`src/rtl/aref_scheduler_if.sv`:
```
// rtl/aref_scheduler_if.sv - host-side and dispatcher-side instruction slots of the refresh scheduler
interface aref_scheduler_if;
    logic        host_en0;
    logic        host_en1;
    logic [31:0] host_instr0;
    logic [31:0] host_instr1;
    logic        host_ack0;
    logic        host_ack1;
    logic        en_in0;
    logic        en_in1;
    logic [31:0] instr_in0;
    logic [31:0] instr_in1;
    logic        en_ack0;
    logic        en_ack1;

    modport master (
        output host_en0, host_en1, host_instr0, host_instr1, en_ack0, en_ack1,
        input  host_ack0, host_ack1, en_in0, en_in1, instr_in0, instr_in1
    );

    modport slave (
        input  host_en0, host_en1, host_instr0, host_instr1, en_ack0, en_ack1,
        output host_ack0, host_ack1, en_in0, en_in1, instr_in0, instr_in1
    );
endinterface

```
`src/rtl/aref_scheduler.sv`:
```
// rtl/aref_scheduler.sv - auto-refresh scheduler; AREF_POSTPONE_EN enables postponing up to MAX_POSTPONE refreshes
module aref_scheduler #(
    parameter int unsigned TRP_CYCLES    = 4,
    parameter logic [31:0] PRE_ALL_INSTR = 32'h0,
    parameter logic [31:0] REF_INSTR     = 32'h0,
    parameter int unsigned MAX_POSTPONE  = 8
) (
    input  logic               clk,
    input  logic               rst_n,
    input  logic               aref_set_interval_i,
    input  logic [27:0]        aref_interval_i,
    input  logic               aref_set_trfc_i,
    input  logic [27:0]        aref_trfc_i,
    aref_scheduler_if.slave    bus,
    output logic               aref_busy_o,
    output logic [3:0]         aref_pending_o,
    output logic               aref_missed_o
);

    if (TRP_CYCLES < 1 || MAX_POSTPONE < 1 || MAX_POSTPONE > 15) begin : g_bad_cfg
        $error("aref_scheduler: TRP_CYCLES must be >= 1 and MAX_POSTPONE in 1..15");
    end

`ifdef AREF_POSTPONE_EN
    localparam logic [3:0] LIMIT = 4'(MAX_POSTPONE);
`else
    localparam logic [3:0] LIMIT = 4'd1;
`endif

    typedef enum logic [2:0] {S_IDLE, S_PRE, S_TRP, S_REF, S_TRFC} state_t;

    state_t      state_q, state_d;
    logic [27:0] interval_q, interval_d;
    logic [27:0] trfc_q, trfc_d;
    logic [27:0] tcnt_q, tcnt_d;
    logic [27:0] dcnt_q, dcnt_d;
    logic [3:0]  pending_q, pending_d;
    logic        missed_q, missed_d;
    logic        tick, ref_ack;
    logic        en0, en1, ack0, ack1;
    logic [31:0] instr0, instr1;

    always_ff @(posedge clk) begin
        if (!rst_n) begin
            state_q    <= S_IDLE;
            interval_q <= '0;
            trfc_q     <= '0;
            tcnt_q     <= '0;
            dcnt_q     <= '0;
            pending_q  <= '0;
            missed_q   <= 1'b0;
        end else begin
            state_q    <= state_d;
            interval_q <= interval_d;
            trfc_q     <= trfc_d;
            tcnt_q     <= tcnt_d;
            dcnt_q     <= dcnt_d;
            pending_q  <= pending_d;
            missed_q   <= missed_d;
        end
    end

    // Tick timer and owed-refresh bookkeeping
    always_comb begin
        tick       = (interval_q != '0) && (tcnt_q == interval_q - 28'd1) && !aref_set_interval_i;
        ref_ack    = (state_q == S_REF) && bus.en_ack0;
        interval_d = interval_q;
        trfc_d     = aref_set_trfc_i ? aref_trfc_i : trfc_q;
        pending_d  = pending_q;
        missed_d   = missed_q;
        if (aref_set_interval_i) begin
            interval_d = aref_interval_i;
            tcnt_d     = '0;
        end else if (interval_q == '0 || tick) begin
            tcnt_d     = '0;
        end else begin
            tcnt_d     = tcnt_q + 28'd1;
        end
        // A tick and a REF ack in the same cycle cancel out
        if (tick && !ref_ack) begin
            if (pending_q == LIMIT) missed_d = 1'b1;
            else                    pending_d = pending_q + 4'd1;
        end else if (ref_ack && !tick) begin
            pending_d = pending_q - 4'd1;
        end
        if (aref_set_interval_i) missed_d = 1'b0;
    end

    always_comb begin
        state_d = state_q;
        dcnt_d  = dcnt_q;
        en0     = 1'b0;
        en1     = 1'b0;
        instr0  = '0;
        instr1  = '0;
        ack0    = 1'b0;
        ack1    = 1'b0;
        case (state_q)
            S_IDLE: begin
                en0    = bus.host_en0;
                en1    = bus.host_en1;
                instr0 = bus.host_instr0;
                instr1 = bus.host_instr1;
                ack0   = bus.en_ack0;
                ack1   = bus.en_ack1;
                if (pending_q != '0 && ((!bus.host_en0 && !bus.host_en1) || pending_q == LIMIT))
                    state_d = S_PRE;
            end
            S_PRE: begin
                en0    = 1'b1;
                instr0 = PRE_ALL_INSTR;
                if (bus.en_ack0) begin
                    dcnt_d  = 28'(TRP_CYCLES - 1);
                    state_d = S_TRP;
                end
            end
            S_TRP: begin
                if (dcnt_q == '0) state_d = S_REF;
                else              dcnt_d  = dcnt_q - 28'd1;
            end
            S_REF: begin
                en0    = 1'b1;
                instr0 = REF_INSTR;
                if (bus.en_ack0) begin
                    dcnt_d  = (trfc_q == '0) ? '0 : trfc_q - 28'd1;
                    state_d = S_TRFC;
                end
            end
            S_TRFC: begin
                if (dcnt_q == '0) state_d = S_IDLE;
                else              dcnt_d  = dcnt_q - 28'd1;
            end
            default: state_d = S_IDLE;
        endcase
    end

    // Outputs are forced quiet while reset is held, even before the first edge
    assign bus.en_in0     = rst_n & en0;
    assign bus.en_in1     = rst_n & en1;
    assign bus.instr_in0  = rst_n ? instr0 : '0;
    assign bus.instr_in1  = rst_n ? instr1 : '0;
    assign bus.host_ack0  = rst_n & ack0;
    assign bus.host_ack1  = rst_n & ack1;
    assign aref_busy_o    = rst_n && (state_q != S_IDLE);
    assign aref_pending_o = rst_n ? pending_q : '0;
    assign aref_missed_o  = rst_n & missed_q;

endmodule
```
`src/flat_wrapper.sv`:
```
// flat-port wrapper written by rule: the top's interface ports become plain ports
module aref_scheduler_flat 
#(
    parameter int unsigned TRP_CYCLES    = 4,
    parameter logic [31:0] PRE_ALL_INSTR = 32'h0,
    parameter logic [31:0] REF_INSTR     = 32'h0,
    parameter int unsigned MAX_POSTPONE  = 8
)
  (clk, rst_n, aref_set_interval_i, aref_interval_i, aref_set_trfc_i, aref_trfc_i, aref_busy_o, aref_pending_o, aref_missed_o, bus_host_en0, bus_host_en1, bus_host_instr0, bus_host_instr1, bus_en_ack0, bus_en_ack1, bus_host_ack0, bus_host_ack1, bus_en_in0, bus_en_in1, bus_instr_in0, bus_instr_in1);
  aref_scheduler_if bus_i ();
  input  logic clk;
  input  logic rst_n;
  input  logic aref_set_interval_i;
  input  logic [27:0] aref_interval_i;
  input  logic aref_set_trfc_i;
  input  logic [27:0] aref_trfc_i;
  output logic aref_busy_o;
  output logic [3:0] aref_pending_o;
  output logic aref_missed_o;
  input wire logic [$bits(bus_i.host_en0)-1:0] bus_host_en0;
  input wire logic [$bits(bus_i.host_en1)-1:0] bus_host_en1;
  input wire logic [$bits(bus_i.host_instr0)-1:0] bus_host_instr0;
  input wire logic [$bits(bus_i.host_instr1)-1:0] bus_host_instr1;
  input wire logic [$bits(bus_i.en_ack0)-1:0] bus_en_ack0;
  input wire logic [$bits(bus_i.en_ack1)-1:0] bus_en_ack1;
  output wire logic [$bits(bus_i.host_ack0)-1:0] bus_host_ack0;
  output wire logic [$bits(bus_i.host_ack1)-1:0] bus_host_ack1;
  output wire logic [$bits(bus_i.en_in0)-1:0] bus_en_in0;
  output wire logic [$bits(bus_i.en_in1)-1:0] bus_en_in1;
  output wire logic [$bits(bus_i.instr_in0)-1:0] bus_instr_in0;
  output wire logic [$bits(bus_i.instr_in1)-1:0] bus_instr_in1;
  assign bus_i.host_en0 = bus_host_en0;
  assign bus_i.host_en1 = bus_host_en1;
  assign bus_i.host_instr0 = bus_host_instr0;
  assign bus_i.host_instr1 = bus_host_instr1;
  assign bus_i.en_ack0 = bus_en_ack0;
  assign bus_i.en_ack1 = bus_en_ack1;
  assign bus_host_ack0 = bus_i.host_ack0;
  assign bus_host_ack1 = bus_i.host_ack1;
  assign bus_en_in0 = bus_i.en_in0;
  assign bus_en_in1 = bus_i.en_in1;
  assign bus_instr_in0 = bus_i.instr_in0;
  assign bus_instr_in1 = bus_i.instr_in1;
  aref_scheduler #(.TRP_CYCLES(TRP_CYCLES), .PRE_ALL_INSTR(PRE_ALL_INSTR), .REF_INSTR(REF_INSTR), .MAX_POSTPONE(MAX_POSTPONE)) u_core (.clk(clk), .rst_n(rst_n), .aref_set_interval_i(aref_set_interval_i), .aref_interval_i(aref_interval_i), .aref_set_trfc_i(aref_set_trfc_i), .aref_trfc_i(aref_trfc_i), .bus(bus_i), .aref_busy_o(aref_busy_o), .aref_pending_o(aref_pending_o), .aref_missed_o(aref_missed_o));
endmodule
```
`config.mk`:
```
export PLATFORM = sky130hd
export DESIGN_NAME = aref_scheduler_flat
export DESIGN_NICKNAME = d
export VERILOG_FILES = /design/src/rtl/aref_scheduler_if.sv /design/src/rtl/aref_scheduler.sv /design/src/flat_wrapper.sv
export SDC_FILE = /design/constraint.sdc
export NUM_CORES = 1
export LEC_CHECK = 0
export CAP_MARGIN = 25
export CORE_AREA = 2 2 133 135
export CTS_CLUSTER_DIAMETER = 100
export DETAILED_ROUTE_END_ITERATION = 16
export DIE_AREA = 0 0 135 137
export PLACE_DENSITY = 0.77
export SLEW_MARGIN = 20
export SYNTH_ARGS = -nofsm -noshare
export SYNTH_HDL_FRONTEND = slang
export SYNTH_SLANG_ARGS = --single-unit
```
`constraint.sdc`:
```
create_clock -name clk -period 3.2 [get_ports clk]
set_input_delay 0.96 -clock clk [delete_from_list [all_inputs] [get_ports clk]]
set_output_delay 0.96 -clock clk [all_outputs]
set_load 0.01 [all_outputs]
```
==> metrics <==
outcome=finished with violations; failing checks=setup timing; n_diodes=0; Multi-input gate area=4990 um2; global-route wire length before repair=33,700 um; nets@finish=1,289; initial core utilization=44.4%; Antenna Nets Post-Route=0; final instance area=10,700 um2; dpl hpwl=16,000 um; chip height=137 um; Longest Clk Path Bufs=2; Hold Crit Class=register to register; proportion of layout cells with a drive suffix above 1=10.7%; number of global-route vias before repair=6,819; reg2reg start=u_core.interval_q[8]$_SDFFE_PN0P_; critical path's largest stage delay=0.53 ns; htree depth=4; fin. max-slew vios=0; core area=17,100 um2; Slew headroom=60.9%; gpl congestion=0.843; CTS tree=yes; Post-synth EDFFs=0; synthesized instance count=928; min cycle time layout=3.23 ns; FMAX=0.310 GHz; Setup CP Type=register to register; clock sink count=120; vias per cell=5.35; pwr dens=400 nW/um2; dpl ws=-0.177 ns; Hold-fix buffers, CTS=0; worst path bufs/invs=2; peak supply drop=0.378 mV; Setup WS post-layout=-0.0304 ns; Final period util=101%; Worst path slowest cell=or4_4; WL/cell=15.5 um; Global Route Usage Sum=22.6%; RSZ-0062 raised after global routing=yes; Worst setup EP type=register; most common cell in the netlist=dfxtp_1; FP Rows=48; synth cell count leaders=dfxtp_1 (120), and2_1 (76), nor2_1 (70), nor2b_1 (70), mux2i_1 (60); antenna violations before repair=0; FFs w/ async S/R, synth=0%; DIE AREA=18,500 um2; HP Start=u_core.dcnt_q[14]$_SDFFE_PN0P_; ordered cell list for the critical path=or4_4, or4_4, buf_6, xnor2_2, nor4b_2, o221ai_2, nor4_4, buf_6, mux2i_2, mux2_4; ys flop type=dfxtp_1; cells taking the most area after synthesis=dfxtp_1 (32%), mux2i_1 (7.9%), and2_1 (6.3%); Layout fillers=1,485; Clock Tree Root=clkbuf_16; synthesized area=7570 um2; number of synthesized register bits=120; die width=135 um; Worst-path clk slew=0.05 ns; Hold EP=u_core.dcnt_q[14]$_SDFFE_PN0P_; Worst Hold Depth=2; Max-Cap Viols=0; Worst EP required=3.51 ns; post-synth top area share=31.7%; worst reg-to-reg path cell count=10; Largest delay share family, worst path=simple AND/OR/NAND/NOR gates; Post-Route WL=21,600 um; non-filler cells, final=1,387; Tightest Pin Transition=0.581 ns; register area=2400 um2; Placed Instance Area=10,100 um2; Max FO, Critical Path=6; Ports=202; area grow syn2layout=41.8%; DRC=0; WHS=0.480 ns; startpoint types=register; Yosys warning total=0; Worst Skew=0.0113 ns; post-synth cell types=66; Pwr Total=4300 uW; critical path data arrival time=3.54 ns; IO Port Bufs=201; vias post-DR=7,415; final setup vio count=3; post-synthesis net count=1,066; global route total overflow=0; Seq/Total Area, Yosys=31.7%; starting DRC count in detailed routing=599; r2r setup slk=-0.03 ns; later-pin clock latency in the skew report=0.42 ns; Leak=0.00440 uW; CTS Buf Count=17; Syn Area/Cell=8.16 um2; pin count of the biggest net entering global routing=49; reg2reg end=u_core.pending_q[2]$_SDFFE_PN0P_; drt pass-1 iters=5; Final Hold Fails=0; placed instance count=1,352; Yosys top cell by area=dfxtp_1
cell type report:
cell class,count,share of cell area [%]
clock buffers,19,4.22
repair buffers,260,22.5
multi-input cells,734,46.4
flip-flops and latches,120,22.4
clock inverters,11,1.21
well taps,225,2.62
inverters,18,0.629
worst register-to-register path, cell delays in order, from the launching register on:
cell	delay, ns
dfxtp_2	0.32
or4_4	0.53
or4_4	0.48
buf_6	0.16
xnor2_2	0.13
nor4b_2	0.32
o221ai_2	0.17
nor4_4	0.30
buf_6	0.17
mux2i_2	0.24
mux2_4	0.32
power by group:
group | internal [uW] | switching (uW)
Sequential | 1540 | 49.1
Combinational | 449 | 352
Clock | 1240 | 665
Total | 3230 | 1070
cell usage in the layout (no fill, tap or decap), drive strengths merged, types with 6 or more instances in the layout:
master,n
nand4,15
a21boi,9
or4,11
inv,18
or3,8
buf,61
dlygate4sd2,67
nor2b,70
xnor2,53
ha,10
mux2i,60
and3,6
nand3,22
clkbuf,19
nor2,70
and2,76
o21ai,36
clkdlybuf4s50,131
a31oi,7
clkinv,8
dfxtp,120
xor2,39
a22oi,12
nor3,36
nor4,23
nor4b,6
nand2,57
or2,8
nand2b,9
o211ai,6
a21oi,28
through the flow:
stage	utilization [%]	TNS, ns
2_1_floorplan	-	-3.66
3_3_place_gp	59.1	-1.44
3_5_place_dp	59.1	-2.21
4_1_cts	62.6	-0.0104
5_1_grt	63.0	-0.305
6_report	63.0	-0.0661
worst max-delay path by stage:
| stage | from | endpoint | slack, ns | depth (start not counted) |
|---|---|---|---|---|
| after floorplan | u_core.interval_q[2]$_SDFFE_PN0P_ | u_core.pending_q[0]$_SDFFE_PN0P_ | -0.24 | 11 |
| after global placement | bus_en_ack0 | bus_host_ack0 | -0.18 | 4 |
| after detailed placement | bus_en_ack0 | bus_host_ack0 | -0.18 | 4 |
| after CTS | u_core.interval_q[8]$_SDFFE_PN0P_ | u_core.pending_q[2]$_SDFFE_PN0P_ | -0.01 | 10 |
| after global routing | u_core.interval_q[8]$_SDFFE_PN0P_ | u_core.pending_q[2]$_SDFFE_PN0P_ | -0.11 | 10 |
| final | u_core.interval_q[8]$_SDFFE_PN0P_ | u_core.pending_q[2]$_SDFFE_PN0P_ | -0.03 | 10 |
registers in the layout, indices dropped and copies added (netlist names):
signal and count:
u_core.state_q 3, u_core.interval_q 28, u_core.dcnt_q 28, u_core.trfc_q 28
u_core.tcnt_q 28, u_core.missed_q 1, u_core.pending_q 4
cells by family (layout without fill, tap and decap cells):
| family | after synthesis | after routing | share of synthesized area [%] |
|---|---|---|---|
| adder cells (fa/ha/maj) | 10 | 10 | 1.65 |
| flip-flops | 120 | 120 | 31.7 |
| AO/OA/AOI/OAI | 137 | 137 | 12.0 |
| XOR/XNOR | 92 | 92 | 10.6 |
| buffers and inverters | 74 | 308 | 3.85 |
| multiplexers | 64 | 64 | 8.53 |
| AND/OR/NAND/NOR | 431 | 431 | 31.6 |
routing by layer:
metal | global-route usage [%] | routed length, um
met5 | 0 | 0
met4 | 6.83 | 322
met3 | 4.56 | 826
met2 | 36.9 | 10600
met1 | 30.2 | 9790
what timing repair did:
item	CTS	global route
endpoints found under the hold margin	0	0
resized for setup	80	8
pin swaps	5	1
buffers inserted	2	2
endpoints found under the setup margin	70	26
gates cloned	1	0
Power figures use the tool's default switching activity.
